==> src/rtl/riscv_fetch_pkg.sv <==
// Shared types and constants for the instruction-fetch stage.
package riscv_fetch_pkg;

    typedef enum logic [1:0] {
        RUN,
        HOLD,
        REDIRECT
    } fetch_state_t;

    localparam logic [31:0] NOP_INSTR        = 32'h0000_0013;
    localparam logic [31:0] PC_STEP          = 32'd4;
    localparam logic [31:0] DEFAULT_RESET_PC = 32'h0000_0000;

endpackage

==> src/rtl/sat_counter.sv <==
// Saturating event counter with synchronous clear.
module sat_counter #(
    parameter int unsigned CNT_W = 16
) (
    input  logic             clk,
    input  logic             rst_n,
    input  logic             inc,
    input  logic             clr,
    output logic [CNT_W-1:0] cnt
);

    always_ff @(posedge clk) begin
        if (!rst_n || clr) begin
            cnt <= '0;
        end else if (inc && (cnt != '1)) begin
            cnt <= cnt + {{(CNT_W-1){1'b0}}, 1'b1};
        end
    end

endmodule

==> src/rtl/fetch_pc_unit.sv <==
// Instruction-fetch stage: owns the PC, builds IF/ID and carries PC/prediction bits to stage 3.
module fetch_pc_unit
    import riscv_fetch_pkg::*;
#(
    parameter logic [31:0] RESET_PC = DEFAULT_RESET_PC,
    parameter int unsigned CNT_W    = 16
) (
    input  logic             clk,
    input  logic             rst_n,
    input  logic             icache_stall,
    input  logic             hazard_stall,
    input  logic [31:0]      icache_rdata,
    input  logic [31:0]      btb_branch_pc,
    input  logic             btb_flush,
    input  logic             btb_taken,
    output logic [31:0]      icache_addr,
    output logic             icache_req,
    output logic [31:0]      pc_1,
    output logic [31:0]      instr_1,
    output logic             valid_1,
    output logic [7:0]       pc_3,
    output logic             pred_taken_3,
    output logic             valid_3,
    output logic [CNT_W-1:0] flush_cnt,
    output logic [CNT_W-1:0] pred_cnt
);

    fetch_state_t state;
    logic [31:0]  pc_r;
    logic [31:0]  pending_pc;
    logic [31:0]  pc_next;
    logic [7:0]   pc_2;
    logic         valid_2;
    logic         pred_taken_2;

    logic in_redirect;
    logic redirect_now;
    logic flush_now;
    logic run_now;
    logic pred_now;
    logic squash_all;

    always_comb begin
        in_redirect  = (state == REDIRECT);
        flush_now    = btb_flush & ~icache_stall;
        redirect_now = in_redirect & ~icache_stall & ~btb_flush;
        run_now      = ~icache_stall & ~in_redirect & ~btb_flush & ~hazard_stall;
        // A zero target from the BTB is a miss, not a prediction.
        pred_now     = run_now & btb_taken & valid_1 & (btb_branch_pc != '0);
        squash_all   = btb_flush | (in_redirect & ~icache_stall);

        if (flush_now) begin
            pc_next = btb_branch_pc;
        end else if (redirect_now) begin
            pc_next = pending_pc;
        end else if (icache_stall || hazard_stall) begin
            pc_next = pc_r;
        end else if (pred_now) begin
            pc_next = btb_branch_pc;
        end else begin
            pc_next = pc_r + PC_STEP;
        end
    end

    assign icache_addr = pc_r;
    assign icache_req  = ~in_redirect;

    always_ff @(posedge clk) begin
        if (!rst_n) begin
            state      <= RUN;
            pc_r       <= RESET_PC;
            pending_pc <= '0;
        end else begin
            pc_r <= pc_next;
            case (state)
                RUN, HOLD: begin
                    if (icache_stall && btb_flush) begin
                        state      <= REDIRECT;
                        pending_pc <= btb_branch_pc;
                    end else if (icache_stall) begin
                        state <= HOLD;
                    end else begin
                        state <= RUN;
                    end
                end
                REDIRECT: begin
                    // Latest flush during the stall wins.
                    if (icache_stall && btb_flush) begin
                        pending_pc <= btb_branch_pc;
                    end else if (!icache_stall) begin
                        state <= RUN;
                    end
                end
                default: state <= RUN;
            endcase
        end
    end

    always_ff @(posedge clk) begin
        if (!rst_n) begin
            pc_1         <= '0;
            instr_1      <= NOP_INSTR;
            valid_1      <= 1'b0;
            pc_2         <= '0;
            valid_2      <= 1'b0;
            pred_taken_2 <= 1'b0;
            pc_3         <= '0;
            valid_3      <= 1'b0;
            pred_taken_3 <= 1'b0;
        end else if (squash_all) begin
            instr_1      <= NOP_INSTR;
            valid_1      <= 1'b0;
            valid_2      <= 1'b0;
            pred_taken_2 <= 1'b0;
            valid_3      <= 1'b0;
            pred_taken_3 <= 1'b0;
        end else if (!icache_stall) begin
            pc_3         <= pc_2;
            valid_3      <= valid_2;
            pred_taken_3 <= pred_taken_2;
            if (hazard_stall) begin
                valid_2      <= 1'b0;
                pred_taken_2 <= 1'b0;
            end else begin
                pc_2         <= pc_1[7:0];
                valid_2      <= valid_1;
                pred_taken_2 <= pred_now;
                pc_1         <= pc_r;
                // The sequential fetch behind a taken prediction is wrong-path.
                instr_1      <= pred_now ? NOP_INSTR : icache_rdata;
                valid_1      <= ~pred_now;
            end
        end
    end

    sat_counter #(
        .CNT_W(CNT_W)
    ) u_flush_cnt (
        .clk  (clk),
        .rst_n(rst_n),
        .inc  (flush_now | redirect_now),
        .clr  (1'b0),
        .cnt  (flush_cnt)
    );

    sat_counter #(
        .CNT_W(CNT_W)
    ) u_pred_cnt (
        .clk  (clk),
        .rst_n(rst_n),
        .inc  (pred_now),
        .clr  (1'b0),
        .cnt  (pred_cnt)
    );

endmodule

==> config.mk <==
export PLATFORM = sky130hd
export DESIGN_NAME = fetch_pc_unit
export DESIGN_NICKNAME = d
export VERILOG_FILES = /design/src/rtl/riscv_fetch_pkg.sv /design/src/rtl/sat_counter.sv /design/src/rtl/fetch_pc_unit.sv
export SDC_FILE = /design/constraint.sdc
export NUM_CORES = 1
export LEC_CHECK = 0
export ABC_AREA = 1
export BUFFER_PORTS_ARGS = -buffer_cell sky130_fd_sc_hd__buf_4
export CORE_MARGIN = 1
export CORE_UTILIZATION = 45
export CTS_CLUSTER_DIAMETER = 30
export DETAILED_ROUTE_END_ITERATION = 12
export PLACE_DENSITY_LB_ADDON = 0.05
export SLEW_MARGIN = 25
export SYNTH_ARGS = -nofsm -noshare
export SYNTH_HDL_FRONTEND = slang
export SYNTH_SLANG_ARGS = --single-unit
==> constraint.sdc <==
create_clock -name clk -period 2.5 [get_ports clk]
set_clock_uncertainty 0.15 [all_clocks]
set_input_delay 0.5 -clock clk [delete_from_list [all_inputs] [get_ports clk]]
set_output_delay 0.5 -clock clk [all_outputs]
set_load 0.02 [all_outputs]
==> results <==
- The number of sinks handled by clock tree synthesis is 183.
- In the layout the commonest cells are sky130_fd_sc_hd__nand2_1, sky130_fd_sc_hd__buf_4, sky130_fd_sc_hd__dfxtp_1, sky130_fd_sc_hd__a21oi_1, sky130_fd_sc_hd__o21ai_0.
- The core region area is approximately 20000 um^2.
- Summed over all layers, the routed wires come to 25800 um.
- The count of input and output buffers is approximately 210.
- For this design the ratio of total power to cell area is 585 nW/um^2.
- The synthesized design contains ~180 register bits.
- The total placed cells including tap cells is 1745.
- The chip height is 143 um.
- For this block, the via count after detailed routing is between 9000 and 10000.
- The number of synthesized flops with an enable pin is 0.
- For this run, the number of Yosys warnings is 0.
- The number of vias per cell is 5.10.
- The final routed DRC violation total is 0.
- The H-tree level count is 4.
- The overall die area is ~20000 um^2.
- For the worst setup path, the data arrival time is roughly 2300 ps.
- The final critical delay including setup and external delays is about 2200 ps.
- For the pin with the worst max-slew slack, the measured transition is approximately 690 ps.
- The post-route antenna net violation count is 0.
- Setup repair after global routing left no endpoint under its margin.
- The number of global-route vias before repair was 7886.
- The worst setup path is launched from a register.
- In the synthesized netlist the dominant register cell turns out to be sky130_fd_sc_hd__dfxtp_1.
- Clock latency on the worst-skew pair, taken at its later pin, is 440 ps.
- 0 antenna diodes ended up in the layout.
- The cell type of the slowest stage on the worst timing path is sky130_fd_sc_hd__dfxtp_1.
- Counting stages on the worst path, the most repeated cell is sky130_fd_sc_hd__nand2_1.
- The post-placement worst setup slack is 141 ps.
- Across the whole layout, storage elements account for 3660 um^2.
- Counting along the longest clock path gives a buffer depth of 2.
- The number of placed I/O pins is 210.
- Walking the worst path, the cells encountered are ha_1 > nand2_1 > nor2_2 > nand2_2 > nor2_2 > nand3_1 > nand2_1 > nand2_1 > nand3_1 > nand3_1 > nand2_1 > a21oi_1.
- The number of nets in the layout is 1572.
- The distinct cell type count after synthesis is 43.
- The worst voltage drop across the vdd grid is 0.497 mV.
- The pin count of the biggest net entering global routing is 100.
- Cells with a size suffix above 1 make up 20.5% of the layout.
- The cell area that synthesis handed to floorplanning was ~9000 um^2.
- The first global-routing pass estimated just over 40000 um of wire.
- The initial standard-cell utilization of the core is 46.0%.
- The HPWL after detailed placement is 18400 um.
- The critical path data required time is between 2000 and 3000 ps.
- Setup violations remaining at the end of the flow were counted as 0.
- The total count of hold-check failures in the final report is 0.
- TritonCTS built the clock tree.
- Global routing consumed, over all layers together, 25.3% of the routing resources.
- The post-synthesis average cell area is 6.81 um^2.
- The final worst-path cycle share is ~87%.
- Along the worst path, the maximum fanout reaches 6.
- The number of antenna violations at the first check in global routing came to 0.
- The maximum clock frequency is approximately 460 MHz.
- The register clock-pin slew on the reported worst setup and hold paths is about 70 ps.
- The number of hold buffers added after CTS was 0.
- The setup TNS is 0 ps.
- The clock root buffer is sky130_fd_sc_hd__clkbuf_16.
- For this run, the share of the core covered by cells in the final layout is approximately 58%.
- The number of optimization iterations in the first detailed-route pass is 5.
- The final setup slack of the worst path is around 340 ps.
- Synthesis produced a netlist with a net count of 1388.
- The async set or reset register ratio after synthesis is 0%.
- The number of instances resized during post-cts repair is 0.
- The path class of the tightest hold or removal check is primary input to register.
- Summing all multi-input logic gate instances after layout gives around 4400 um^2.
- The flow ran to the end, and the final reports show no timing, DRC or antenna violations.
- Max-cap violations in this run came to 0.
- The non-filler instance count after layout is 1776.
- Summed over all layers, the global routing overflow is 0.
- The type of the worst setup path is register to register.
- Post-CTS timing repair inserted 0 buffers for setup.
- Leaving out fill and tap cells, the most frequent cell in the layout is sky130_fd_sc_hd__nand2_1.
- The maximum cell stage delay along the critical path is 440 ps.
- In this run the register-to-register setup slack is around 340 ps.
- The share of synthesized area occupied by flip-flops and latches is 40.9%.
- The instance count of the mapped netlist is 1315.
- The area growth from synthesis to layout is 26.8%.
- The count of filler cells inserted in the layout is 1913.
- Routability-driven placement finished with a final weighted congestion of 0.905.
- The number of max-slew violations in the final report is 0.
- The average wire per standard cell is around 15 um.
- Clock tree synthesis inserted a total of 17 buffers.
- The overall die width is 143 um.
- The number of standard-cell rows in the floorplan is 51.
- The analysis attributes to cell leakage a power of 4.90 nW.
- For this block, the initial DRC count from the detailed router was 694.
- The type of element capturing the critical path is a register.
- The worst pin sits at a relative slew slack of 54.0%.
[synthesized netlist by cell type, types with 4 or more instances]
cell type                  number  share of area [%]
sky130_fd_sc_hd__or2_2          9               0.63
sky130_fd_sc_hd__buf_2          8               0.45
sky130_fd_sc_hd__xor2_1        14                1.4
sky130_fd_sc_hd__buf_1          9               0.38
sky130_fd_sc_hd__nor2_2         6               0.42
sky130_fd_sc_hd__dfxtp_1      183                 41
sky130_fd_sc_hd__nor3_1        12               0.67
sky130_fd_sc_hd__nand2_1      287                 12
sky130_fd_sc_hd__nor2_1        82                3.4
sky130_fd_sc_hd__inv_2          5               0.21
sky130_fd_sc_hd__xnor2_1        9               0.88
sky130_fd_sc_hd__nor3_2         4               0.45
sky130_fd_sc_hd__nand3b_1       5               0.42
sky130_fd_sc_hd__nand3_1      108                6.0
sky130_fd_sc_hd__nor4_1         8               0.56
sky130_fd_sc_hd__o21ai_0      157                8.8
sky130_fd_sc_hd__a21oi_1      164                9.2
sky130_fd_sc_hd__buf_4          5               0.42
sky130_fd_sc_hd__inv_1        147                6.2
sky130_fd_sc_hd__clkbuf_1      46                1.9
[critical path, delay by kind of cell (launching register included)]
kind	cells	cell delay (ps)
AND/OR/NAND/NOR	10	1180
flip-flops	1	440
adder cells (fa/ha/maj)	1	200
AO/OA/AOI/OAI	1	80
[routing by layer]
| layer | vias up | part of all wire (%) | track usage [%] |
|---|---|---|---|
| met5 | - | 0 | 0 |
| met4 | 0 | 1.3 | 6.85 |
| met3 | 23 | 7.9 | 5.43 |
| met2 | 326 | 43 | 36.8 |
| met1 | 4055 | 48 | 37.2 |
| li1 | 4650 | - | - |
[stage by stage]
step	cell area, um^2	hold slack [ps]	power [W]
6_report	11400	120	0.00665
5_1_grt	11400	128	0.00693
2_1_floorplan	8960	280	0.00374
3_5_place_dp	10800	286	0.00416
3_3_place_gp	10800	283	0.00415
4_1_cts	11400	110	0.00670
[cell families (layout without fill, tap and decap cells)]
logic type	after synthesis	in the layout	share of synthesized area [%]
buffers and inverters	225	421	10.0
and+or+nand+nor	544	544	27.2
xor gates and xnor gates	23	23	2.25
DFF	183	183	40.9
adders and majority gates	3	3	0.419
AOI/OAI and AO/OA	337	337	19.2
[report_power, final]
group	leakage, nW	internal [W]	switching (W)
Sequential	1.49	0.00305	0.000125
Clock	0.259	0.00130	0.00125
Combinational	3.14	0.000375	0.000550
Total	4.90	0.00472	0.00193
[final timing paths]
path	to	cells past startpoint	startpoint
worst min-delay path	state[0]	2	btb_flush
worst min register to register	pc_1[9]	2	pc_1[9]
worst max-delay path	icache_addr[26]	12	icache_addr[3]
worst max register to register	icache_addr[26]	12	icache_addr[3]
[final cells by class]
type	count	area share, %
well taps	265	2.92
multi-input cells	907	38.8
clock buffers	17	3.74
flip-flops and latches	183	32.2
clock inverters	14	1.04
repair buffers	237	16.2
inverters	153	5.08
[flip-flops by register name, summed over array words and instances (netlist names)]
name,flops
pending_pc,32
instr_1,32
pc_1,32
pred_taken_2,1
pc_2,8
valid_3,1
pc_3,8
u_pred_cnt.cnt,16
valid_2,1
icache_addr,32
u_flush_cnt.cnt,16
state,2
pred_taken_3,1
valid_1,1
Note: power is estimated with default switching activity, not from simulation.
